<file path="src/rtl/store_to_fetch_if.sv">
// store_to_fetch_if: valid/ready redirect channel from store stage to fetch, through the queue
interface store_to_fetch_if #(
    parameter int MASK_WIDTH = 32,
    parameter int ADDR_WIDTH = 32
);
    logic                  send_valid;
    logic                  send_ready;
    logic [MASK_WIDTH-1:0] send_mask;
    logic [ADDR_WIDTH-1:0] send_pc;
    logic                  recv_valid;
    logic                  recv_ready;
    logic [MASK_WIDTH-1:0] recv_mask;
    logic [ADDR_WIDTH-1:0] recv_pc;

    modport master (
        output send_valid, send_mask, send_pc, recv_ready,
        input  send_ready, recv_valid, recv_mask, recv_pc
    );

    modport slave (
        input  send_valid, send_mask, send_pc, recv_ready,
        output send_ready, recv_valid, recv_mask, recv_pc
    );
endinterface

</file>
<file path="src/rtl/store_to_fetch_queue.sv">
// store_to_fetch_queue: DEPTH-entry show-ahead redirect FIFO with same-PC tail merging,
// synchronous flush, occupancy count and a sticky send-while-full error flag
module store_to_fetch_queue #(
    parameter int MASK_WIDTH = 32,
    parameter int ADDR_WIDTH = 32,
    parameter int DEPTH      = 4,
    parameter int MERGE_EN   = 1
) (
    input  logic                   clk,
    input  logic                   reset,
    input  logic                   flush,
    store_to_fetch_if.slave        q,
    output logic [$clog2(DEPTH):0] count,
    output logic                   err_send_full
);
    localparam int PW = $clog2(DEPTH);

    logic [MASK_WIDTH-1:0] mask_mem [DEPTH];
    logic [ADDR_WIDTH-1:0] pc_mem   [DEPTH];
    logic [PW-1:0]         rd_ptr, wr_ptr, tail_ptr;
    logic                  empty, full, pop, push, push_new, merge_hit;

    assign tail_ptr = wr_ptr - PW'(1);
    assign empty    = count == '0;
    assign full     = count == (PW+1)'(DEPTH);

    assign q.recv_valid = !empty && !flush;
    assign q.recv_mask  = empty ? '0 : mask_mem[rd_ptr];
    assign q.recv_pc    = empty ? '0 : pc_mem[rd_ptr];
    assign pop          = q.recv_valid && q.recv_ready;

    // A lone entry being popped this cycle cannot absorb a merge: it is leaving.
    assign merge_hit = (MERGE_EN != 0) && q.send_valid && !empty && !flush &&
                       q.send_pc == pc_mem[tail_ptr] && !(count == (PW+1)'(1) && pop);

    assign q.send_ready = !full || merge_hit;
    assign push         = q.send_valid && q.send_ready;
    assign push_new     = push && !merge_hit;

    always_ff @(posedge clk or posedge reset) begin
        if (reset) begin
            rd_ptr        <= '0;
            wr_ptr        <= '0;
            count         <= '0;
            err_send_full <= 1'b0;
        end else begin
            rd_ptr        <= flush ? wr_ptr : pop ? rd_ptr + PW'(1) : rd_ptr;
            wr_ptr        <= push_new ? wr_ptr + PW'(1) : wr_ptr;
            count         <= (flush ? '0 : count - (PW+1)'(pop)) + (PW+1)'(push_new);
            err_send_full <= err_send_full || (q.send_valid && !q.send_ready);
        end
    end

    // Storage needs no reset: pointers and count alone define which slots are live.
    always_ff @(posedge clk) begin
        if (push_new) begin
            mask_mem[wr_ptr] <= q.send_mask;
            pc_mem[wr_ptr]   <= q.send_pc;
        end else if (merge_hit) begin
            mask_mem[tail_ptr] <= mask_mem[tail_ptr] | q.send_mask;
        end
    end
endmodule

</file>
<file path="src/flat_wrapper.sv">
// flat-port wrapper written by rule: the top's interface ports become plain ports
module store_to_fetch_queue_flat 
#(
    parameter int MASK_WIDTH = 32,
    parameter int ADDR_WIDTH = 32,
    parameter int DEPTH      = 4,
    parameter int MERGE_EN   = 1
)
  (clk, reset, flush, count, err_send_full, q_send_valid, q_send_mask, q_send_pc, q_recv_ready, q_send_ready, q_recv_valid, q_recv_mask, q_recv_pc);
  store_to_fetch_if #(.MASK_WIDTH(MASK_WIDTH), .ADDR_WIDTH(ADDR_WIDTH)) q_i ();
  input  logic clk;
  input  logic reset;
  input  logic flush;
  output logic [$clog2(DEPTH):0] count;
  output logic err_send_full;
  input wire logic [$bits(q_i.send_valid)-1:0] q_send_valid;
  input wire logic [$bits(q_i.send_mask)-1:0] q_send_mask;
  input wire logic [$bits(q_i.send_pc)-1:0] q_send_pc;
  input wire logic [$bits(q_i.recv_ready)-1:0] q_recv_ready;
  output wire logic [$bits(q_i.send_ready)-1:0] q_send_ready;
  output wire logic [$bits(q_i.recv_valid)-1:0] q_recv_valid;
  output wire logic [$bits(q_i.recv_mask)-1:0] q_recv_mask;
  output wire logic [$bits(q_i.recv_pc)-1:0] q_recv_pc;
  assign q_i.send_valid = q_send_valid;
  assign q_i.send_mask = q_send_mask;
  assign q_i.send_pc = q_send_pc;
  assign q_i.recv_ready = q_recv_ready;
  assign q_send_ready = q_i.send_ready;
  assign q_recv_valid = q_i.recv_valid;
  assign q_recv_mask = q_i.recv_mask;
  assign q_recv_pc = q_i.recv_pc;
  store_to_fetch_queue #(.MASK_WIDTH(MASK_WIDTH), .ADDR_WIDTH(ADDR_WIDTH), .DEPTH(DEPTH), .MERGE_EN(MERGE_EN)) u_core (.clk(clk), .reset(reset), .flush(flush), .q(q_i), .count(count), .err_send_full(err_send_full));
endmodule
</file>
<file path="config.mk">
export PLATFORM = sky130hd
export DESIGN_NAME = store_to_fetch_queue_flat
export DESIGN_NICKNAME = d
export VERILOG_FILES = /design/src/rtl/store_to_fetch_if.sv /design/src/rtl/store_to_fetch_queue.sv /design/src/flat_wrapper.sv
export SDC_FILE = /design/constraint.sdc
export NUM_CORES = 1
export LEC_CHECK = 0
export BUFFER_PORTS_ARGS = -buffer_cell sky130_fd_sc_hd__buf_2
export CAP_MARGIN = 0
export CORE_ASPECT_RATIO = 0.9
export CORE_MARGIN = 4
export CORE_UTILIZATION = 30
export CTS_CLUSTER_SIZE = 16
export DETAILED_ROUTE_END_ITERATION = 6
export GPL_TIMING_DRIVEN = 0
export PLACE_DENSITY = 0.56
export SLEW_MARGIN = 20
export SYNTH_ARGS = -nofsm -noshare
export SYNTH_HDL_FRONTEND = slang
export SYNTH_SLANG_ARGS = --single-unit
</file>
<file path="constraint.sdc">
create_clock -name clk -period 6.6 [get_ports clk]
set_clock_uncertainty 0.2 [all_clocks]
set_input_delay 0.33 -clock clk [delete_from_list [all_inputs] [get_ports clk]]
set_output_delay 0.33 -clock clk [all_outputs]
set_load 0.1 [all_outputs]
</file>
==> reports/qor.txt, run 1 <==
antenna violations before repair - 0
Post-synth EDFFs - 256
Worst EP arrival - 4810 ps
Final Hold Viols - 0
area share of the leading cell type in the synthesized netlist - 59.39%
post-route cell area - 16290 um^2
area delta synth->final - 25.87%
Mapped Avg Cell Area - 18.93 um^2
Seq/Total Area, Yosys - 60.93%
Adder-Cell Fraction of Synth Area - 0.7732%
die area - 46540 um^2
dominant cell type by area after synthesis - edfxtp_1
CP Class - register to output pin
Core ar. - 42200 um^2
fin crit share - 80.84%
CP Launch Type - register
root buf cell - clkbuf_16
remaining global-route overflow - 0
RSZ-0062 raised after global routing - no
vias in the first global route - 8236
Worst Path Required - 6070 ps
Area contributors post-synth - edfxtp_1 59%, mux4_2 21%, and2_1 3.2%
Gate Count Post-Synth - 684
Post-CTS Setup Inserts - 0
CP max FO - 10
wirelength, routed - 34900 um
Worst Max-Slew Pin Slew - 994.8 ps
Distinct cells, synth - 49
Final setup violation count - 0
vias after detailed routing - 7690
Worst R2R Setup Slack - 1580 ps
Max clock buf depth - 3
area of the mapped netlist - 12940 um^2
pre-CTS WS - 1572 ps
Initial Util - 30.68%
number of hold buffers added after CTS - 66
placed standard-cell area - 14650 um^2
largest family of logic cells by synthesized area - multiplexers
worst slew margin relative to its limit - 33.68%
Worst-path clk slew - 60 ps
PortBufs - 137
CTS buffer count - 29
Resize count post-CTS - 0
GRT Overall Usage - 14.91%
Synth Area in Simple Gates - 6.466%
max_cap viols - 0
pin count of the biggest net entering global routing - 22
post-layout net count - 1007
final worst setup slack - 1265 ps
first-pass GRT wire length - 52540 um
CTS tree - built
detail-routed via count per cell - 5.134
CP endpoint kind - output pin
ys flop type - edfxtp_1
clock sink count - 264
Syn Nets - 761
Compound-Gate Fraction of Synth Area - 3.383%
FMAX - 0.1874 GHz
Cell Rows - 71
clock period minus worst slack - 5335 ps
fraction of registers with async set/reset - 3.030%
Antenna Cells - 0
Initial DRC Count - 546
clk_lat worst skew - 550 ps
YS warnings - 0
dpl hpwl - 23950 um
status - completed
DR WL/cell - 23.30 um
RD Place Congestion - 0.7636
# IOs - 139
Die H - 205.1 um
post-synthesis mux area share - 22.98%
Chip Width - 227.0 um
htree depth - 1
First-pass DRT Iterations - 5
Min-Delay Path Class - primary input to register
#FFs+latches synth - 264
layout cells sized above 1 - 38.49%
xor-xnor portion of the synthesized cell area - 2.880%
post-route ant nets - 0
Remaining DRCs - 0
max-slew violation count - 0
-- final cells by class --
class	instances	area, um^2
Clock buffer	33	740.7
Multi-Input combinational cell	362	4772
Clock inverter	19	229.0
Fill cell	3852	25900
Buffer	50	305.3
Sequential cell	264	7888
Timing Repair Buffer	215	1645
Inverter	8	30.03
Tap cell	547	684.4
-- Yosys cell counts, drive strengths merged, types with 2 or more instances --
master,instances
edfxtp,256
mux4,125
and2,66
a41o,32
buf,31
xnor2,30
clkbuf,17
mux2i,13
nand2,13
nand4,12
dfrtp,8
ha,8
inv,8
nor4,7
o21ai,7
or3,7
nand3,6
nor2,6
and4,5
xor2,4
nor3,3
a2bb2oi,2
and3,2
mux2,2
nand2b,2
-- cell usage in the layout (no fill, tap or decap), drive strengths merged, types with 6 or more instances in the layout --
cell and count:
nand2 13, xnor2 30, nand4 12, and2 66, buf 179, o21ai 7
edfxtp 256, clkbuf 51, nand3 6, a41o 32, mux4 125, inv 9
dlygate4sd3 67, nor4 7, nor2 6, ha 8, mux2i 13, or3 7
dfrtp 8, clkinv 12
-- worst paths after layout --
path	depth (start not counted)	to	from
max in group asynchronous	3	u_core.rd_ptr[0]	reset
worst max register to register	15	u_core.mask_mem[3][7]	u_core.wr_ptr[0]
min in group asynchronous	3	u_core.rd_ptr[1]	reset
worst min register to register	1	u_core.err_send_full	u_core.err_send_full
worst min-delay path	4	u_core.rd_ptr[1]	q_recv_ready
worst max-delay path	14	q_send_ready	u_core.wr_ptr[0]
-- state kept, by name, summed over array words and instances, names as in the netlist --
name / count
u_core.wr_ptr: 2
u_core.count: 3
u_core.pc_mem: 128
u_core.mask_mem: 128
u_core.rd_ptr: 2
u_core.err_send_full: 1
-- cells by family after synthesis --
group | count (synthesis)
fa+ha+maj | 8
simple gates | 131
buf+inv | 58
xor+xnor | 34
flops | 264
mux | 140
compound gates | 49
-- metal layers --
layer  up-vias  routed length, um  part of all wire [%]  track usage (%)
met1      4060              15850                    45            21.20
met2       196              16520                    47            23.97
li1       3386                  -                     -                -
met5         -                  0                     0                0
met4         0                750                   2.1            3.954
met3        48               1787                   5.1            2.436
-- per-stage QoR --
step	TNS, ps	utilization (%)	hold WS (ps)	cells
2_1_floorplan	0	-	-54.34	684
3_3_place_gp	-79400	33.92	111.1	1368
3_5_place_dp	0	34.72	124.2	1379
4_1_cts	0	38.59	24.53	1497
5_1_grt	0	38.62	86.05	1498
6_report	0	38.62	52.63	1498
-- critical path, stage by stage (launching register included) --
cell and delay [ps]:
dfrtp_1 390, buf_6 220, buf_6 200, inv_1 190
ha_1 440, buf_4 280, buf_4 280, mux4_2 340
xnor2_1 450, nand4_1 240, nor3_2 300, nand4_2 180
buf_6 210, nand2_1 90, buf_2 440
Power of run 1 is left out: the tool's default activity adds up to more than one toggle a clock period on the data nets, which glitch-free logic cannot reach.
==> run 2: changes to the inputs <==
--- a/config.mk
+++ b/config.mk
@@ -5,6 +5,7 @@
 export SDC_FILE = /design/constraint.sdc
 export NUM_CORES = 1
 export LEC_CHECK = 0
+export ABC_AREA = 1
 export BUFFER_PORTS_ARGS = -buffer_cell sky130_fd_sc_hd__buf_2
 export CAP_MARGIN = 0
 export CORE_ASPECT_RATIO = 0.9
==> constraint.sdc (replaced) <==
create_clock -name clk -period 5.4 [get_ports clk]
set_clock_uncertainty 0.2 [all_clocks]
set_input_delay 0.27 -clock clk [delete_from_list [all_inputs] [get_ports clk]]
set_output_delay 0.27 -clock clk [all_outputs]
set_load 0.1 [all_outputs]
==> reports/qor.txt, run 2 <==
Layout Cells excl Fill - 2371
CTS tree - built
Worst-path clk slew - 60 ps
dominant cell type by area after synthesis - edfxtp_1
dpl hpwl - 32700 um
Die H - 209.2 um
R2R cell count - 19
FMAX - 0.2000 GHz
CP endpoint kind - output pin
cell with the most instances after synthesis - nor2_1
post-route cell area - 17030 um^2
Worst R2R Setup Slack - 520 ps
largest registers - u_core.mask_mem x128, u_core.pc_mem x128, u_core.count x3
FF-to-FF Start - u_core.wr_ptr[0]
Core ar. - 44300 um^2
clk_lat worst skew - 570 ps
max-slew violation count - 0
Post-synth EDFFs - 256
Worst Path Required - 4930 ps
First-pass DRT Iterations - 5
fillers - 4365
CP Launch Type - register
placed cell count - 2242
Worst Max-Slew Pin Slew - 862.9 ps
DR WL met3 - 4123 um
Max clock buf depth - 3
hold path startpoint - q_send_pc[19]
RSZ-0062 raised after global routing - no
post-layout net count - 1824
Metal-1 WL - 21020 um
commonest non-fill, non-tap cells in the layout - 344 x nor2_1, 263 x nand2_1, 256 x edfxtp_1
status - completed
vias after detailed routing - 12.25k
remaining global-route overflow - 0
Min-Delay Path Class - primary input to register
clock period minus worst slack - 5001 ps
htree depth - 1
#FFs+latches synth - 264
ys flop type - edfxtp_1
vias in the first global route - 11.67k
worst slew margin relative to its limit - 42.48%
post-route ant nets - 0
fin crit share - 92.61%
Syn Nets - 1571
clock sink count - 264
detail-routed via count per cell - 5.166
max_cap viols - 0
met2 wire len - 22320 um
area share of the leading cell type in the synthesized netlist - 56.98%
Seq/Total Area, Yosys - 58.46%
Distinct cells, synth - 32
root buf cell - clkbuf_16
hold path cells - 2
pin count of the biggest net entering global routing - 21
first-pass GRT wire length - 70830 um
Initial Util - 30.46%
RD Place Congestion - 0.9051
most common cell after layout, fill and taps aside - nor2_1
Cell Rows - 73
CP Class - register to output pin
YS warnings - 0
Final Hold Viols - 0
Gate Count Post-Synth - 1494
Area contributors post-synth - edfxtp_1 57%, nor2_1 9.8%, nand2_1 7.3%
Mapped Avg Cell Area - 9.031 um^2
area of the mapped netlist - 13490 um^2
PortBufs - 138
Remaining DRCs - 0
area delta synth->final - 26.21%
layout cells sized above 1 - 15.31%
wirelength, routed - 48490 um
Final setup violation count - 0
FF-to-FF End - u_core.mask_mem[0][9]
GRT Overall Usage - 19.02%
CP max FO - 29
placed standard-cell area - 15230 um^2
fraction of registers with async set/reset - 3.030%
Chip Width - 231.5 um
DR top layer - met5
DR WL/cell - 20.45 um
Worst EP arrival - 4530 ps
# IOs - 139
Synth top cells by count - 352 x nor2_1, 263 x nand2_1, 256 x edfxtp_1, 195 x o21ai_0, 93 x nand3_1
Initial DRC Count - 1567
Hold Path Sink - u_core.pc_mem[0][19]
antenna violations before repair - 2
die area - 48430 um^2
CTS buffer count - 30
==> run 2: cell types whose count changed in the layout (fill, tap and decap cells not counted), sizes merged, moves of 31 or more <==
cell,delta
o21ai,+188
inv,+39
clkbuf,+50
a41o,-32
nor2,+349
a21oi,+72
and2,-65
mux4,-125
nand2,+250
o22ai,+31
nand3,+89
==> run 2: layer usage <==
layer / GRT usage (%) / up-vias
li1: - / 5681
met1: 27.13 / 5905
met2: 30.65 / 585
met3: 2.713 / 75
met4: 4.699 / 2
met5: 0 / -
==> run 2: per-stage QoR <==
step	setup slack, ps	hold WS (ps)	setup TNS, ps	util, %
2_1_floorplan	290.6	-114.3	0	-
3_3_place_gp	-2614	46.39	-630510	33.71
3_5_place_dp	-778.5	48.08	-120220	34.37
4_1_cts	38.73	265.0	0	38.38
5_1_grt	224.5	296.9	0	38.44
6_report	399.1	286.4	0	38.44
==> run 2: worst max-delay path by stage <==
| stage | start | endpoint | depth (start not counted) |
|---|---|---|---|
| CTS | u_core.wr_ptr[0] | u_core.mask_mem[2][20] | 20 |
| finish | u_core.wr_ptr[0] | q_send_ready | 17 |
| global placement | u_core.wr_ptr[0] | u_core.mask_mem[3][19] | 19 |
| detailed placement | u_core.wr_ptr[0] | u_core.mask_mem[1][13] | 20 |
| global route | u_core.wr_ptr[0] | q_send_ready | 17 |
| floorplan | u_core.wr_ptr[0] | u_core.mask_mem[0][0] | 20 |
==> run 2: final cells by class <==
class | instances | area, um^2 | area share [%]
Sequential cell | 264 | 7888 | 46.32
Buffer | 95 | 434.2 | 2.550
Antenna cell | 1 | 2.502 | 0.01470
Clock buffer | 45 | 848.3 | 4.982
Inverter | 48 | 180.2 | 1.058
Multi-Input combinational cell | 1085 | 5050 | 29.66
Clock inverter | 10 | 172.7 | 1.014
Tap cell | 600 | 750.7 | 4.409
Timing Repair Buffer | 223 | 1702 | 9.993
==> run 2: cells by family after synthesis <==
group	count (synthesis)	synth area share, %
simple gates	737	22.24
fa+ha+maj	8	0.7419
buf+inv	145	4.553
compound gates	336	13.74
flops	264	58.46
xor+xnor	4	0.2597
==> run 2: critical path: stages (launching register included) <==
cell      delay [ps]
dfrtp_1          410
buf_4            180
inv_2             80
buf_6            150
buf_4            390
ha_1             380
inv_1            110
buf_2            300
clkbuf_4         340
nand3_1          130
nand2_1           80
nand2_1           60
a21oi_1          140
nand3_1          160
nor2_4           330
nand3_4          190
nand2_1          150
clkbuf_4         340
==> run 2: what timing repair did <==
item / 4_1_cts / 5_1_grt
hold buffers: 70 / 0
buffers inserted: 4 / 1
hold endpoints to repair: 270 / 0
gates resized for setup: 2 / 5
pin swaps: 3 / 1
setup endpoints to repair: 260 / 47
Power of run 2 is left out for the same reason.
==> run 3: changes to the inputs <==
--- a/config.mk
+++ b/config.mk
@@ -8,13 +8,15 @@
 export ABC_AREA = 1
 export BUFFER_PORTS_ARGS = -buffer_cell sky130_fd_sc_hd__buf_2
 export CAP_MARGIN = 0
+export CELL_PAD_IN_SITES_DETAIL_PLACEMENT = 1
+export CELL_PAD_IN_SITES_GLOBAL_PLACEMENT = 1
 export CORE_ASPECT_RATIO = 0.9
 export CORE_MARGIN = 4
 export CORE_UTILIZATION = 30
 export CTS_CLUSTER_SIZE = 16
 export DETAILED_ROUTE_END_ITERATION = 6
 export GPL_TIMING_DRIVEN = 0
-export PLACE_DENSITY = 0.56
+export PLACE_DENSITY = 0.67
 export SLEW_MARGIN = 20
 export SYNTH_ARGS = -nofsm -noshare
 export SYNTH_HDL_FRONTEND = slang
==> reports/qor.txt, run 3 (synthesized netlist as in run 2, its figures left out) <==
largest registers - u_core.mask_mem x128, u_core.pc_mem x128, u_core.count x3
setup TNS - 0 ps
Chip Width - 231.5 um
clock period minus worst slack - 5146 ps
area delta synth->final - 26.60%
PortBufs - 138
wirelength, routed - 53980 um
CTS buffer count - 31
Worst EP arrival - 4680 ps
commonest non-fill, non-tap cells in the layout - 344 x nor2_1, 263 x nand2_1, 256 x edfxtp_1
# IOs - 139
htree depth - 1
fillers - 5156
remaining global-route overflow - 0
fin crit share - 95.30%
placed cell count - 2242
CP endpoint kind - output pin
First-pass DRT Iterations - 5
Max clock buf depth - 3
clock sink count - 264
RD Place Congestion - 0.8401
CP max FO - 29
Antenna Cells - 0
Worst Path Required - 4930 ps
root buf cell - clkbuf_16
antenna violations before repair - 1
layout cells sized above 1 - 15.45%
pin count of the biggest net entering global routing - 20
Worst-path clk slew - 60 ps
most common cell after layout, fill and taps aside - nor2_1
GRT Overall Usage - 21.72%
Core ar. - 44300 um^2
post-route ant nets - 0
worst slew margin relative to its limit - 41.40%
Initial DRC Count - 1035
CP Launch Type - register
Fin Hold WS - 273.0 ps
Final Hold Viols - 0
RSZ-0062 raised after global routing - no
max-slew violation count - 0
CP Class - register to output pin
CTS tree - built
Remaining DRCs - 0
Core Util, Final - 38.56%
clk_lat worst skew - 580 ps
FMAX - 0.1943 GHz
Final setup violation count - 0
Cell Rows - 73
die area - 48430 um^2
Worst Max-Slew Pin Slew - 879.0 ps
vias after detailed routing - 12.54k
first-pass GRT wire length - 80830 um
vias in the first global route - 13.20k
DR WL/cell - 22.74 um
Min-Delay Path Class - register to register
detail-routed via count per cell - 5.280
Initial Util - 30.46%
Layout Cells excl Fill - 2374
max_cap viols - 0
Die H - 209.2 um
status - completed
post-layout net count - 1826
dpl hpwl - 36330 um
## run 3: cell count changes in the layout (fill, tap and decap cells not counted), moves of 2 or more
| cell | change |
|---|---|
| buf_16 | +4 |
| buf_2 | +2 |
| clkbuf_1 | -5 |
| clkbuf_2 | -2 |
| clkbuf_4 | -3 |
| clkbuf_8 | -2 |
| clkinv_1 | +6 |
| clkinv_2 | +3 |
| inv_6 | +2 |
## run 3: worst max-delay path, cell delays in order, from the launching register on
cell and delay (ps):
dfrtp_1 410, buf_4 180, inv_2 70, buf_6 160
buf_4 420, ha_1 380, inv_1 110, buf_2 330
buf_2 390, nand3_1 160, nand2_1 90, nand2_1 60
a21oi_1 160, nand3_1 160, nor2_4 330, nand3_4 210
nand2_1 140, buf_4 300
## run 3: final timing paths
check	end	startpoint	slack [ps]	depth (start not counted)
setup / recovery	q_send_ready	u_core.wr_ptr[0]	250	17
setup reg to reg	u_core.pc_mem[1][14]	u_core.wr_ptr[0]	290	19
max in group asynchronous	u_core.rd_ptr[1]	reset	4160	4
min in group asynchronous	u_core.count[1]	reset	580	4
hold / removal	u_core.err_send_full	u_core.err_send_full	270	1
hold reg to reg	u_core.err_send_full	u_core.err_send_full	270	1
## run 3: layer usage
layer  vias up  track usage (%)  wire, um
met2       408            36.99     25990
met3        91            2.740      2856
met1      6342            29.45     23700
met4         2            5.585      1423
li1       5692                -         -
met5         -                0         8
## run 3: timing repair
action / in CTS / in global routing
pin swaps: 4 / 2
hold buffers: 70 / 0
endpoints found under the hold margin: 270 / 0
gates resized for setup: 2 / 0
setup endpoints to repair: 260 / 219
buffers inserted: 4 / 2
## run 3: final cells by class
type	count	area, um^2	share of cell area, %
Clock inverter	22	214.0	1.253
Timing Repair Buffer	224	1777	10.40
Sequential cell	264	7888	46.18
Tap cell	600	750.7	4.395
Clock buffer	36	794.5	4.652
Buffer	95	426.7	2.498
Multi-Input combinational cell	1085	5050	29.57
Inverter	48	180.2	1.055
## run 3: metrics by stage
| step | setup slack (ps) | instance area, um^2 |
|---|---|---|
| after global routing | 54.40 | 17080 |
| after global placement | -2745 | 14930 |
| after detailed placement | -879.4 | 15260 |
| final | 253.6 | 17080 |
| after floorplan | 290.6 | 13490 |
| after CTS | 59.93 | 17050 |
Power of run 3 is left out for the same reason.
